`config.mk`:
```
export PLATFORM = sky130hd
export DESIGN_NAME = product_accumulator_flat
export DESIGN_NICKNAME = d
export VERILOG_FILES = /design/src/rtl/prodacc_pkg.sv /design/src/rtl/prodacc_if.sv /design/src/rtl/prodacc_add.sv /design/src/rtl/product_accumulator.sv /design/src/flat_wrapper.sv
export SDC_FILE = /design/constraint.sdc
export NUM_CORES = 1
export LEC_CHECK = 0
export ABC_AREA = 1
export BUFFER_PORTS_ARGS = -buffer_cell sky130_fd_sc_hd__buf_2
export CORE_AREA = 10 10 74 76
export CTS_CLUSTER_DIAMETER = 150
export DETAILED_ROUTE_END_ITERATION = 7
export DIE_AREA = 0 0 84 86
export GPL_ROUTABILITY_DRIVEN = 0
export PLACE_DENSITY = 0.66
export SETUP_SLACK_MARGIN = 0.2
export SLEW_MARGIN = 20
export SYNTH_ARGS = -nofsm -noshare
export SYNTH_HDL_FRONTEND = slang
export SYNTH_SLANG_ARGS = --single-unit
```
`constraint.sdc`:
```
create_clock -name clk -period 1.9 [get_ports clk]
set_input_delay 0.19 -clock clk [delete_from_list [all_inputs] [get_ports clk]]
set_output_delay 0.19 -clock clk [all_outputs]
set_load 0.03 [all_outputs]
```
`src/rtl/prodacc_pkg.sv`:
```
// Shared types and default widths for the product accumulator slice.
// Optional feature macro used by this slice: PRODACC_SATURATE_EN.
package prodacc_pkg;

  localparam int DEF_PROD_W    = 8;
  localparam int DEF_ACC_W     = 16;
  localparam int DEF_BLOCK_LEN = 4;

  typedef enum logic [1:0] {
    ST_IDLE  = 2'd0,
    ST_ACCUM = 2'd1,
    ST_HOLD  = 2'd2
  } prodacc_state_e;

  function automatic int cnt_width(input int block_len);
    return $clog2(block_len + 1);
  endfunction

endpackage

```
`src/rtl/prodacc_if.sv`:
```
// Product-in / block-result-out handshake bundle for product_accumulator.
// The master side drives products and consumes results; the slave side is the accumulator.
interface prodacc_if #(
  parameter int PROD_W = 8,
  parameter int ACC_W  = 16,
  parameter int CNT_W  = 3
);

  logic              in_valid;
  logic              in_ready;
  logic [PROD_W-1:0] in_product;
  logic              flush;
  logic              out_valid;
  logic              out_ready;
  logic [ACC_W-1:0]  out_sum;
  logic [CNT_W-1:0]  out_count;
  logic              out_ovf;

  modport master (
    output in_valid,
    output in_product,
    output flush,
    output out_ready,
    input  in_ready,
    input  out_valid,
    input  out_sum,
    input  out_count,
    input  out_ovf
  );

  modport slave (
    input  in_valid,
    input  in_product,
    input  flush,
    input  out_ready,
    output in_ready,
    output out_valid,
    output out_sum,
    output out_count,
    output out_ovf
  );

endinterface

```
`src/rtl/prodacc_add.sv`:
```
// Accumulator adder: ACC_W-bit sum of running total plus zero-extended product, with carry out.
// With PRODACC_SATURATE_EN defined the sum clamps to all-ones on carry, otherwise it wraps.
module prodacc_add #(
  parameter int PROD_W = 8,
  parameter int ACC_W  = 16
) (
  input  logic [ACC_W-1:0]  acc,
  input  logic [PROD_W-1:0] addend,
  output logic [ACC_W-1:0]  sum,
  output logic              carry
);

  logic [ACC_W:0] wide;

  // Once clamped, any further non-zero addend carries again, so a saturated block stays at max.
  always_comb begin
    wide  = {1'b0, acc} + {{(ACC_W + 1 - PROD_W){1'b0}}, addend};
    carry = wide[ACC_W];
`ifdef PRODACC_SATURATE_EN
    sum = carry ? {ACC_W{1'b1}} : wide[ACC_W-1:0];
`else
    sum = wide[ACC_W-1:0];
`endif
  end

endmodule

```
`src/rtl/product_accumulator.sv`:
```
// Sums blocks of BLOCK_LEN products (or shorter, ended by flush) and hands the block sum downstream.
// Optional macro PRODACC_SATURATE_EN selects clamping instead of wrapping on overflow.
module product_accumulator
  import prodacc_pkg::*;
#(
  parameter int PROD_W    = DEF_PROD_W,
  parameter int ACC_W     = DEF_ACC_W,
  parameter int BLOCK_LEN = DEF_BLOCK_LEN,
  parameter int CNT_W     = $clog2(BLOCK_LEN + 1)
) (
  input logic     clk,
  input logic     rst,
  prodacc_if.slave bus
);

  localparam logic [1:0] S_IDLE  = ST_IDLE;
  localparam logic [1:0] S_ACCUM = ST_ACCUM;
  localparam logic [1:0] S_HOLD  = ST_HOLD;

  logic [1:0]       state;
  logic [ACC_W-1:0] acc;
  logic [CNT_W-1:0] count;
  logic             ovf;

  logic             ready;
  logic             accept;
  logic [CNT_W-1:0] count_inc;
  logic             count_full;
  logic [ACC_W-1:0] add_sum;
  logic             add_carry;

  prodacc_add #(
    .PROD_W(PROD_W),
    .ACC_W (ACC_W)
  ) u_add (
    .acc   (acc),
    .addend(bus.in_product),
    .sum   (add_sum),
    .carry (add_carry)
  );

  // Ready is held low during reset so no beat can slip in while state is being cleared.
  always_comb begin
    ready      = (state != S_HOLD) & ~rst;
    accept     = bus.in_valid & ready;
    count_inc  = count + 1'b1;
    count_full = (count_inc == CNT_W'(BLOCK_LEN));
  end

  always_ff @(posedge clk or posedge rst) begin
    if (rst) begin
      state <= S_IDLE;
      acc   <= '0;
      count <= '0;
      ovf   <= 1'b0;
    end else begin
      case (state)
        S_IDLE, S_ACCUM: begin
          if (accept) begin
            acc   <= add_sum;
            count <= count_inc;
            ovf   <= ovf | add_carry;
            state <= (count_full || bus.flush) ? S_HOLD : S_ACCUM;
          end else if (bus.flush && (state == S_ACCUM)) begin
            state <= S_HOLD;
          end
        end
        S_HOLD: begin
          // Result registers double as the output; they stay frozen until the handoff edge.
          if (bus.out_ready) begin
            acc   <= '0;
            count <= '0;
            ovf   <= 1'b0;
            state <= S_IDLE;
          end
        end
        default: state <= S_IDLE;
      endcase
    end
  end

  assign bus.in_ready  = ready;
  assign bus.out_valid = (state == S_HOLD);
  assign bus.out_sum   = acc;
  assign bus.out_count = count;
  assign bus.out_ovf   = ovf;

endmodule

```
`src/flat_wrapper.sv`:
```
// flat-port wrapper written by rule: the top's interface ports become plain ports
module product_accumulator_flat import prodacc_pkg::*;
#(
  parameter int PROD_W    = DEF_PROD_W,
  parameter int ACC_W     = DEF_ACC_W,
  parameter int BLOCK_LEN = DEF_BLOCK_LEN,
  parameter int CNT_W     = $clog2(BLOCK_LEN + 1)
)
  (clk, rst, bus_in_valid, bus_in_product, bus_flush, bus_out_ready, bus_in_ready, bus_out_valid, bus_out_sum, bus_out_count, bus_out_ovf);
  prodacc_if #(.PROD_W(PROD_W), .ACC_W(ACC_W), .CNT_W(CNT_W)) bus_i ();
  input logic clk;
  input logic rst;
  input wire logic [$bits(bus_i.in_valid)-1:0] bus_in_valid;
  input wire logic [$bits(bus_i.in_product)-1:0] bus_in_product;
  input wire logic [$bits(bus_i.flush)-1:0] bus_flush;
  input wire logic [$bits(bus_i.out_ready)-1:0] bus_out_ready;
  output wire logic [$bits(bus_i.in_ready)-1:0] bus_in_ready;
  output wire logic [$bits(bus_i.out_valid)-1:0] bus_out_valid;
  output wire logic [$bits(bus_i.out_sum)-1:0] bus_out_sum;
  output wire logic [$bits(bus_i.out_count)-1:0] bus_out_count;
  output wire logic [$bits(bus_i.out_ovf)-1:0] bus_out_ovf;
  assign bus_i.in_valid = bus_in_valid;
  assign bus_i.in_product = bus_in_product;
  assign bus_i.flush = bus_flush;
  assign bus_i.out_ready = bus_out_ready;
  assign bus_in_ready = bus_i.in_ready;
  assign bus_out_valid = bus_i.out_valid;
  assign bus_out_sum = bus_i.out_sum;
  assign bus_out_count = bus_i.out_count;
  assign bus_out_ovf = bus_i.out_ovf;
  product_accumulator #(.PROD_W(PROD_W), .ACC_W(ACC_W), .BLOCK_LEN(BLOCK_LEN), .CNT_W(CNT_W)) u_core (.clk(clk), .rst(rst), .bus(bus_i));
endmodule
```
==> impl_results.md <==
* I/O Buffers at 34
* DRC at 0
* Root Buffer: clkbuf_8
* TritonCTS clock tree: built
* Max frequency at roughly 0.63 GHz
* Worst skew pair latency at 0.27 ns
* Pin count of the biggest net entering global routing at 23
* Top post-synthesis cells by area: dfrtp_1 (35%), nand2_1 (18%), ha_1 (7.9%)
* Sequential fraction of the synthesis area at roughly 35%
* Clock skew at between 0.001 and 0.0015 ns
* GRT Resource Usage Total at 10.5%
* Vias per inst at ~4.8
* Synth area leader: dfrtp_1
* Row count at 23
* CTS H-tree depth at 1
* I/O pin count at 35
* Most frequent cell after synthesis: nand2_1
* Peak supply drop at roughly 580 µV
* DP Cell Count at 305
* DRT Pass-1 Iters at 4
* Power Density at roughly 1300 mW/mm²
* CP endpoint kind: register
* Post-synth top area share at between 30% and 40%
* Die area at 0.00722 mm²
* Synth warnings at 0
* CP Launch Type: register
* Fin cells at roughly 310
* Nets at approximately 290
* Width of the die at around 84 µm
* Syn_area_per_cell at about 7.2 µm²
* Hpwl dp at just over 3000 µm
* Post-Synthesis Cells at around 220
* Worst-path maximum fanout at 3
* Worst Path Arrival at 1.76 ns
* Worst EP required at about 2.1 ns
* Routed WL at between 3000 and 4000 µm
* Grt ovf at 0
* Netlist cell types at 27
* Async SR Flop Fraction at 100%
* Main flop type after synthesis: dfrtp_1
* Die height at between 80 and 90 µm
* Part of the cycle the worst path needs at about 84%
* Leakage at 1.08 nW
* Placed inst area at between 0.0015 and 0.002 mm²
* Post-synthesis cell area at around 0.0016 mm²
* Top cells by count, synth: nand2_1 (75), inv_1 (27), dfrtp_1 (22)
* CORE AREA at 0.00397 mm²
* Vias at ~1500
* Final Hold Viols at 0
* RSZ-0062 raised after global routing: true
* Max Slew Vio Count at 0
* Initial DRC count at 54
* Num Clock Sinks at 22
* Post-synth EDFFs at 0
* # setup viols final at 0
* Worst-Margin Slew at approximately 0.3 ns
* Worst Setup Path Type: register to register
* Worst rel slew slack at 80.4%
* Clock Pin Slew Worst Setup and Hold Paths at 0.09 ns
* Total nets after synthesis at between 200 and 250
* Routed Antenna Nets at 0
* WL/cell at approximately 13 µm
* CTS buffer count at 3
* Initial antenna violation count at 0
* Crit path time final at between 1.5 and 2 ns
* Initial Util at around two fifths
* Min-Delay Path Class: input port to asynchronous set/reset pin
* Max cap viols at 0
* Growth of design area from synthesis to finish at 21.5%
* First-pass GRT wire length at approximately 6400 µm
* Ratio of cells with drive above 1 in the final layout at about 24%
* Setup TNS at 0 ns
* Clock buffer depth at 2
* Vias in the first global route at approximately 1400
* Number of synthesized register bits at 22
* Final Cell Area at between 0.0015 and 0.002 mm²
* Diode count at 0
* Status: complete, no violations
kinds of logic after synthesis:
group           share of synthesized area [%]
buf+inv                                  8.57
fa+ha+maj                                9.12
compound gates                           9.12
simple gates                             37.5
xor+xnor                                 1.10
flops                                    34.6
registers in the layout, indices dropped and copies added, names as in the netlist:
name,cells
u_core.bus.out_sum,16
u_core.state,2
u_core.bus.out_ovf,1
u_core.bus.out_count,3
through the flow:
step	hold WS [ns]	total power, mW	utilization, %	setup slack (ns)
after detailed placement	0.372	2.08	46.1	0.232
after global placement	0.361	2.07	46.1	0.249
after global routing	0.0911	2.70	48.7	0.174
after floorplan	0.210	1.77	-	0.203
final	0.0578	2.48	48.7	0.309
after CTS	0.0760	2.43	47.4	0.211
final cells by class:
type                            instances  area [µm²]
Multi-Input combinational cell        169         956
Timing Repair Buffer                   37         193
Tap cell                               50        62.6
Inverter                               29         114
Clock buffer                            4        55.1
Fill cell                             401        2040
Sequential cell                        22         553
power by group:
group	leakage (nW)	switching [mW]	internal, mW
Combinational	0.751	0.940	0.479
Sequential	0.295	0.118	0.591
Clock	0.0288	0.168	0.185
Total	1.08	1.23	1.26
layout by cell type, fill, tap and decap left out, types with 2 or more instances in the layout:
master / instances
a21oi_1: 9
a21oi_2: 2
a22o_1: 2
buf_2: 34
buf_4: 3
clkbuf_8: 4
dfrtp_1: 20
dfrtp_2: 2
ha_1: 6
ha_2: 2
ha_4: 2
inv_1: 26
inv_2: 2
nand2_1: 75
nand2_4: 2
nand3_1: 18
nand3_2: 3
nand4_1: 4
nor2_1: 20
nor3_1: 2
o21ai_0: 7
o22ai_1: 3
xnor2_1: 2
layer usage:
layer  vias to the layer above  global-route usage [%]  share of wire, %
met3                         5                    2.84               5.3
met1                       659                    13.0                48
met5                         -                       0                 0
li1                        798                       -                 -
met2                        32                    17.0                45
met4                         0                    3.65               1.5
worst max-delay path, stage by stage, from the launching register on:
cell and delay, ns:
dfrtp_2 0.39, ha_4 0.14, inv_1 0.05, fa_2 0.34, inv_2 0.07, nand3_1 0.08, nand3_2 0.09, nand3_1 0.09
nand2_1 0.07, nand2_1 0.04, nand4_1 0.07, nand2_1 0.05
repair_timing:
item,4_1_cts,5_1_grt
setup buffers,0,2
endpoints found under the setup margin,0,10
gates resized for setup,0,9
hold buffers,0,0
path summary, 6_finish.rpt:
check,endpoint,slack [ns],start,cells past startpoint
setup / recovery,u_core.bus.out_sum[12],0.31,u_core.bus.out_sum[0],11
hold / removal,u_core.bus.out_sum[12],0.06,rst,3
setup reg to reg,u_core.bus.out_sum[12],0.31,u_core.bus.out_sum[0],11
hold reg to reg,u_core.bus.out_sum[5],0.51,u_core.bus.out_sum[5],2
max in group asynchronous,u_core.bus.out_sum[1],1.60,rst,3
min in group clk,u_core.state[1],0.20,bus_out_ready,2
Note: power is estimated with default switching activity, not from simulation.
